[config.mk]
export PLATFORM = sky130hd
export DESIGN_NAME = ysyx_201979054_burst_tracker_flat
export DESIGN_NICKNAME = d
export VERILOG_FILES = /design/src/rtl/ysyx_201979054_burst_tracker_if.sv /design/src/rtl/ysyx_201979054_burst_tracker.sv /design/src/flat_wrapper.sv
export SDC_FILE = /design/constraint.sdc
export NUM_CORES = 1
export LEC_CHECK = 0
export BUFFER_PORTS_ARGS = -buffer_cell sky130_fd_sc_hd__buf_2
export CAP_MARGIN = 10
export CORE_AREA = 2 2 53 55
export DETAILED_ROUTE_END_ITERATION = 7
export DIE_AREA = 0 0 55 57
export PLACE_DENSITY = 0.71
export SETUP_SLACK_MARGIN = 0.2
export SYNTH_ARGS = -nofsm -noshare
export SYNTH_HDL_FRONTEND = slang
export SYNTH_SLANG_ARGS = --single-unit
[constraint.sdc]
create_clock -name clk -period 1.65 [get_ports clk]
set_input_delay 0.2475 -clock clk [delete_from_list [all_inputs] [get_ports clk]]
set_output_delay 0.2475 -clock clk [all_outputs]
set_load 0.1 [all_outputs]
[src/rtl/ysyx_201979054_burst_tracker_if.sv]
// Burst tracker bus bundle.
// Groups the control inputs (restart, start, length, beat) and the status
// outputs (busy, last, count, done, timeout) of the burst tracker.
//   master : the bus-master side driving start/len/beat and reading status
//   slave  : the tracker itself
interface ysyx_201979054_burst_tracker_if #(
  parameter int CNT_W = 8
);
  logic             i_restartn;
  logic             i_start;
  logic [CNT_W-1:0] i_len;
  logic             i_beat;
  logic             o_busy;
  logic             o_last;
  logic [CNT_W-1:0] o_count;
  logic             o_done;
  logic             o_timeout;

  modport master (
    output i_restartn, i_start, i_len, i_beat,
    input  o_busy, o_last, o_count, o_done, o_timeout
  );

  modport slave (
    input  i_restartn, i_start, i_len, i_beat,
    output o_busy, o_last, o_count, o_done, o_timeout
  );
endinterface

[src/rtl/ysyx_201979054_burst_tracker.sv]
// Burst beat tracker.
// Latches a burst length (AXI LEN, beats-1) on start, counts accepted beats,
// flags the final beat, pulses done the cycle after it, and parks in an
// error state if an active burst sees no beat for TIMEOUT cycles.
// Ports:
//   clk  : clock
//   arst : synchronous active-high reset
//   bus  : slave modport of the tracker bundle (restart/start/len/beat in,
//          busy/last/count/done/timeout out)
//
// state  | meaning
// IDLE   | waiting for start; beats ignored
// ACTIVE | burst in progress, counting beats, watchdog running
// ERROR  | watchdog expired; held until restart or reset
module ysyx_201979054_burst_tracker #(
  parameter int CNT_W   = 8,
  parameter int TMO_W   = 8,
  parameter int TIMEOUT = 255
) (
  input  logic clk,
  input  logic arst,
  ysyx_201979054_burst_tracker_if.slave bus
);

  typedef enum logic [1:0] {
    S_IDLE   = 2'd0,
    S_ACTIVE = 2'd1,
    S_ERROR  = 2'd2
  } state_t;

  state_t           state_q, state_d;
  logic [CNT_W-1:0] len_q, len_d;
  logic [CNT_W-1:0] cnt_q, cnt_d;
  logic [TMO_W-1:0] tmo_q, tmo_d;
  logic             done_q, done_d;

  logic last;
  logic tmo_hit;

  assign last    = (state_q == S_ACTIVE) && (cnt_q == len_q);
  // Watchdog fires on the cycle its counter would reach TIMEOUT.
  assign tmo_hit = (TIMEOUT != 0) && (tmo_q == TMO_W'(TIMEOUT - 1));

  always_ff @(posedge clk) begin
    if (arst) begin
      state_q <= S_IDLE;
      len_q   <= '0;
      cnt_q   <= '0;
      tmo_q   <= '0;
      done_q  <= 1'b0;
    end else begin
      state_q <= state_d;
      len_q   <= len_d;
      cnt_q   <= cnt_d;
      tmo_q   <= tmo_d;
      done_q  <= done_d;
    end
  end

  always_comb begin
    state_d = state_q;
    len_d   = len_q;
    cnt_d   = cnt_q;
    tmo_d   = tmo_q;
    done_d  = 1'b0;
    if (!bus.i_restartn) begin
      state_d = S_IDLE;
      len_d   = '0;
      cnt_d   = '0;
      tmo_d   = '0;
    end else begin
      case (state_q)
        S_IDLE: begin
          if (bus.i_start) begin
            state_d = S_ACTIVE;
            len_d   = bus.i_len;
            cnt_d   = '0;
            tmo_d   = '0;
          end
        end
        S_ACTIVE: begin
          if (bus.i_beat) begin
            tmo_d = '0;
            if (last) begin
              state_d = S_IDLE;
              cnt_d   = '0;
              done_d  = 1'b1;
            end else begin
              cnt_d = cnt_q + CNT_W'(1);
            end
          end else begin
            if (tmo_q != '1) tmo_d = tmo_q + TMO_W'(1);
            if (tmo_hit) state_d = S_ERROR;
          end
        end
        S_ERROR: ;
        default: state_d = S_IDLE;
      endcase
    end
  end

  always_comb begin
    bus.o_busy    = (state_q == S_ACTIVE);
    bus.o_last    = last;
    bus.o_count   = cnt_q;
    bus.o_done    = done_q;
    bus.o_timeout = (state_q == S_ERROR);
  end

endmodule

[src/flat_wrapper.sv]
// flat-port wrapper written by rule: the top's interface ports become plain ports
module ysyx_201979054_burst_tracker_flat 
#(
  parameter int CNT_W   = 8,
  parameter int TMO_W   = 8,
  parameter int TIMEOUT = 255
)
  (clk, arst, bus_i_restartn, bus_i_start, bus_i_len, bus_i_beat, bus_o_busy, bus_o_last, bus_o_count, bus_o_done, bus_o_timeout);
  ysyx_201979054_burst_tracker_if #(.CNT_W(CNT_W)) bus_i ();
  input  logic clk;
  input  logic arst;
  input wire logic [$bits(bus_i.i_restartn)-1:0] bus_i_restartn;
  input wire logic [$bits(bus_i.i_start)-1:0] bus_i_start;
  input wire logic [$bits(bus_i.i_len)-1:0] bus_i_len;
  input wire logic [$bits(bus_i.i_beat)-1:0] bus_i_beat;
  output wire logic [$bits(bus_i.o_busy)-1:0] bus_o_busy;
  output wire logic [$bits(bus_i.o_last)-1:0] bus_o_last;
  output wire logic [$bits(bus_i.o_count)-1:0] bus_o_count;
  output wire logic [$bits(bus_i.o_done)-1:0] bus_o_done;
  output wire logic [$bits(bus_i.o_timeout)-1:0] bus_o_timeout;
  assign bus_i.i_restartn = bus_i_restartn;
  assign bus_i.i_start = bus_i_start;
  assign bus_i.i_len = bus_i_len;
  assign bus_i.i_beat = bus_i_beat;
  assign bus_o_busy = bus_i.o_busy;
  assign bus_o_last = bus_i.o_last;
  assign bus_o_count = bus_i.o_count;
  assign bus_o_done = bus_i.o_done;
  assign bus_o_timeout = bus_i.o_timeout;
  ysyx_201979054_burst_tracker #(.CNT_W(CNT_W), .TMO_W(TMO_W), .TIMEOUT(TIMEOUT)) u_core (.clk(clk), .arst(arst), .bus(bus_i));
endmodule
==> flow_summary.yaml, run 1 <==
synth:
  seq_area_frac_synth_pct: 40.79
  yosysTopAreaCellShare_pct: 40.79
  ys_seq_elements: 27
  yosysWarnings: 0
  synthCells: 155
  synth.distinct_cells: 36
  synth.area.top_cells: "dfxtp_1, xnor2_1, a21oi_1"
  syn_area_per_cell_um2: 8.549
  syn_area_um2: 1325
  yosys.area.top_type: "dfxtp_1"
  synth_fp_nets: 171
cells_and_area:
  diodes: 0
  syn_to_final_growth_pct: 49.20
  fin_util_pct: 75.60
  final_common_cell: "buf_4"
  final_nets: 219
  n_fill_cell: 174
  drive_gt1_share_pct: 49.01
  final_cell_mix: "buf_4, a21oi_1, nand2_1, buf_2, xnor2_1"
cts:
  worstSkewPairLatency_ns: 0.32
  clk_pin_slew_ns: 0.15
  ctsHoldBuffers: 0
  ctsRootBufferMaster: "clkbuf_4"
  cts_buffers: 3
  tritoncts: "yes"
  numClockSinks: 27
  cts_buffer_depth: 2
  htree_levels: 1
floorplan:
  ios: 25
  fp.dieW_um: 55
  die_h_um: 57
  num_rows: 19
  start_util_pct: 50.67
  die_area_um2: 3135
  core-area_um2: 2615
global_route:
  grt_overflow: 0
  first_global_vias: 1169
  grt_max_degree: 16
  grt_pass1_wl_mm: 5.354
  antenna_found_initial: 0
  grtUsageTotal_pct: 22.89
setup_path:
  cp_data_required_time_ns: 1.40
  worstPathMaxFanout: 2
  critPathKind: "reg -> out"
  critPathLaunchType: "flop"
  cp_data_arrival_time_ns: 1.64
  setup.worst_path.end_class: "output port"
outcome:
  status: "complete, but fails checks"
  violations: "setup timing"
drt:
  drc: 0
  initialDrtViolationCount: 40
  drtAntennaViolNets: 0
  wirelength_mm: 3.634
  vias: 1321
  vias_per_cell: 5.670
  wl_per_cell_um: 15.60
  drt_pass1_iterations: 4
sta:
  hold_slack_ns: 0.1390
  setup_viol: 1
  hold_violations: 0
  skew_ns: 0.005887
  worstMarginPinSlew_ns: 0.4968
  slew_violations: 0
  timing.final.crit_share_pct: 114.4
  rsz0062_at_grt: "true"
  fin_crit_ns: 1.888
  slew_headroom_pct: 67.11
  setup_ws_ns: -0.2382
  fmax_ghz: 0.5296
  tns_ns: -0.2382
run:
  drv_cap: 0
power_and_ir_drop:
  ir_drop_uv: 572.5
  p_per_area_nw_per_um2: 585.6
  leakage_nw: 0.7117
placed_design:
  port_buffers: 24
  gp_congestion: 0.7011
  dp_hpwl_mm: 2.336
min_path:
  hold_class: "in -> reg"
-- cell usage after synthesis, drive strengths merged --
master   number
dfxtp        27
o2111ai       3
clkbuf        2
a21oi        17
nand2        16
ha            3
and2          1
a211oi        1
or2           2
o21a          2
a2111oi       1
inv           4
nand2b        4
nor3          3
nand3         3
xnor2        15
nor3b         1
nand4         4
nor4          3
o211ai        2
nor2b         3
or3           1
o21ai        12
and3          2
a2111o        2
xor2          3
and4          1
buf           4
mux2i         2
o221ai        1
nor4b         2
nor2          8
-- metal layers --
metal | GRT usage [%] | vias to the layer above | part of all wire [%]
li1 | - | 655 | -
met1 | 31.10 | 623 | 42
met2 | 37.93 | 37 | 53
met3 | 3.141 | 6 | 3.8
met4 | 5.575 | 0 | 1.1
met5 | 0 | - | 0
-- worst max-delay path, stage by stage, from the launching register on --
cell     delay, ns
dfxtp_4       0.38
xnor2_1       0.16
nand4_1       0.18
or2_4         0.29
nor2_4        0.12
buf_12        0.18
-- final cells by class --
class	instances	area, um2	area share, %
sequential	27	589.3	29.81
inverter	4	27.53	1.392
tap	31	38.79	1.962
timing repair buffer	49	387.9	19.62
clock buffer	3	22.52	1.139
clock inverter	1	5.005	0.2532
multi-input combinational	118	905.9	45.82
-- sequential cells by signal (all words and copies together), names as in the netlist --
| name | flops |
|---|---|
| u_core.tmo_q | 8 |
| u_core.len_q | 8 |
| u_core.bus.o_done | 1 |
| u_core.bus.o_count | 8 |
| u_core.state_q | 2 |
-- through the flow --
stage               power [mW]  area [um2]  setup WS, ns  instances
finish                   1.158        1977       -0.2382        233
global route             1.206        1977       -0.3160        233
CTS                      1.146        1867       -0.1667        230
detailed placement      0.8419        1653        0.1378        213
global placement        0.8379        1653        0.1596        213
floorplan               0.7855        1409       -0.2362        155
-- path summary, 6_finish.rpt --
kind,startpoint,to,slack [ns],depth (start not counted)
max,u_core.bus.o_count[5],bus_o_last,-0.24,5
min,bus_i_len[0],u_core.len_q[0],0.14,3
max reg2reg,u_core.tmo_q[1],u_core.tmo_q[0],0.23,6
min reg2reg,u_core.len_q[2],u_core.len_q[2],0.51,2
-- logic make-up (layout without fill, tap and decap cells) --
logic type / after synthesis / in the layout / share of synthesized area [%]
adder cells (fa/ha/maj): 3 / 3 / 2.833
AO/OA/AOI/OAI: 41 / 41 / 18.79
AND/OR/NAND/NOR: 54 / 54 / 21.06
XOR/XNOR: 18 / 18 / 11.90
buffers and inverters: 10 / 57 / 3.115
multiplexers: 2 / 2 / 1.511
flip-flops: 27 / 27 / 40.79
-- power breakdown --
part	internal [mW]	total (mW)	switching, mW
combinational	0.0963	0.218	0.121
sequential	0.648	0.657	0.00938
clock	0.0907	0.283	0.192
-- timing repair --
item / CTS / global route
buffers inserted: 13 / 3
cloned: 0 / 0
pin swaps: 5 / 4
gates resized for setup: 23 / 21
endpoints found under the setup margin: 10 / 14
(Power assumes the default switching activity.)
==> run 2, diff against run 1 <==
- CELL_PAD_IN_SITES_DETAIL_PLACEMENT: default -> 1
- CELL_PAD_IN_SITES_GLOBAL_PLACEMENT: default -> 1
- CORE_AREA: 2 2 53 55 -> 2 2 61 63
- DIE_AREA: 0 0 55 57 -> 0 0 63 65
==> run 2 against run 1 <==
The run still ends with setup timing left; final cell count rose by 6.9%; critical endpoint unchanged; worst setup slack gained 0.049 ns; critical path depth is the same; clock power up 6%; wire length rose by 21%; first-iteration DRC count rose by 48%; highest routed layer unchanged; sequential power barely moved; utilization is 18 points lower.
==> flow_summary.yaml, run 2 (synthesis results as in run 1) <==
setup_path:
  critPathKind: "reg -> out"
  slowest_delay_ns: 0.37
  critPathLaunchType: "flop"
  cp_data_required_time_ns: 1.40
  crit_slowest_cell: "dfxtp_2"
  setup.worst_path.end_class: "output port"
  cp_data_arrival_time_ns: 1.59
  worstPathMaxFanout: 2
  path_cells: "xnor2_2 > nand4_1 > or2_4 > nor2_4 > buf_12"
cts:
  tritoncts: "yes"
  ctsHoldBuffers: 0
  clk_pin_slew_ns: 0.15
  cts_buffer_depth: 2
  numClockSinks: 27
  worstSkewPairLatency_ns: 0.34
  htree_levels: 1
  cts_buffers: 3
  ctsRootBufferMaster: "clkbuf_4"
floorplan:
  die_h_um: 65
  start_util_pct: 37.90
  fp.dieW_um: 63
  num_rows: 22
  core-area_um2: 3496
  ios: 25
  die_area_um2: 4095
placed_design:
  dp.cells: 229
  dp_hpwl_mm: 2.637
  gp_congestion: 0.8165
  port_buffers: 24
  place_area_um2: 1667
global_route:
  first_global_vias: 1370
  grt_max_degree: 15
  grt_overflow: 0
  grtUsageTotal_pct: 21.51
  grt_pass1_wl_mm: 6.693
  antenna_found_initial: 0
sta:
  hold_violations: 0
  setup_viol: 1
  worstMarginPinSlew_ns: 0.4895
  fmax_ghz: 0.5437
  rsz0062_at_grt: "true"
  slew_headroom_pct: 67.59
  slew_violations: 0
  timing.final.crit_share_pct: 111.5
  skew_ns: 0.009430
  tns_ns: -0.1894
  setup_ws_ns: -0.1894
  hold_slack_ns: 0.1265
  fin_crit_ns: 1.839
drt:
  vias: 1323
  wl_per_cell_um: 17.60
  wirelength_mm: 4.382
  drt_pass1_iterations: 4
  initialDrtViolationCount: 59
  vias_per_cell: 5.313
  drc: 0
  drtAntennaViolNets: 0
min_path:
  hold_class: "in -> reg"
cells_and_area:
  final_cell_mix: "buf_4, nand2_1, buf_2"
  final_nets: 218
  final_cells: 249
  final_common_cell: "buf_4"
  drive_gt1_share_pct: 50.75
  final_area_um2: 2018
  diodes: 0
  syn_to_final_growth_pct: 52.31
  fin_util_pct: 57.73
power_and_ir_drop:
  p_per_area_nw_per_um2: 579.3
  leakage_nw: 0.6899
  ir_drop_uv: 268.9
run:
  drv_cap: 0
outcome:
  violations: "setup timing"
  status: "complete, but fails checks"
==> run 2: cell types whose count changed in the layout (fill, tap and decap cells not counted), moves of 2 or more <==
cell      change
a21oi_1       -6
a21oi_2       +6
dfxtp_2       -3
buf_2         -2
buf_4         +2
dfxtp_1       +2
nand2b_1      +2
==> run 2: layer usage <==
| layer | up-vias | share of wire [%] | track usage (%) | wire, um |
|---|---|---|---|---|
| met3 | 6 | 2.6 | 2.778 | 114 |
| li1 | 644 | - | - | - |
| met2 | 25 | 53 | 38.96 | 2315 |
| met4 | 0 | 1.6 | 9.444 | 70 |
| met1 | 648 | 43 | 25.35 | 1882 |
| met5 | - | 0 | 0 | 0 |
==> run 2: worst max-delay path: cells and delay by family, from the launching register on <==
family                 cells  cell delay [ns]
AND/OR/NAND/NOR            3             0.55
XOR/XNOR                   1             0.16
buffers and inverters      1             0.18
flip-flops                 1             0.37
==> run 2: cell type report <==
type,instances,area (um2)
well taps,48,60.06
repair buffers,48,369.1
inverters,4,27.53
fillers,420,1478
clock buffers,4,26.28
multi-input cells,118,945.9
flip-flops and latches,27,589.3
==> run 2: metrics by stage <==
stage | power (mW) | worst slack [ns]
2_1_floorplan | 0.7855 | -0.2362
3_3_place_gp | 0.8421 | 0.1555
3_5_place_dp | 0.8478 | 0.08814
4_1_cts | 1.147 | -0.1805
5_1_grt | 1.235 | -0.2983
6_report | 1.169 | -0.1894
==> run 2: what timing repair did <==
item | 4_1_cts | 5_1_grt
setup buffers | 12 | 4
setup endpoints to repair | 17 | 30
pin swaps | 5 | 10
gates resized for setup | 19 | 34
==> run 2: final timing paths <==
kind | depth (start not counted) | endpoint | slack (ns) | from
min | 3 | u_core.len_q[0] | 0.13 | bus_i_len[0]
max reg2reg | 6 | u_core.bus.o_count[7] | 0.22 | u_core.len_q[3]
min reg2reg | 2 | u_core.len_q[2] | 0.50 | u_core.len_q[2]
max | 5 | bus_o_last | -0.19 | u_core.len_q[3]
==> run 2: power by group <==
part / switching (mW) / internal, mW / total (mW) / leakage (nW)
registers: 0.0131 / 0.647 / 0.660 / 0.230
clock network: 0.206 / 0.0951 / 0.301 / 0.0150
logic: 0.121 / 0.0871 / 0.208 / 0.445
total: 0.340 / 0.829 / 1.17 / 0.690
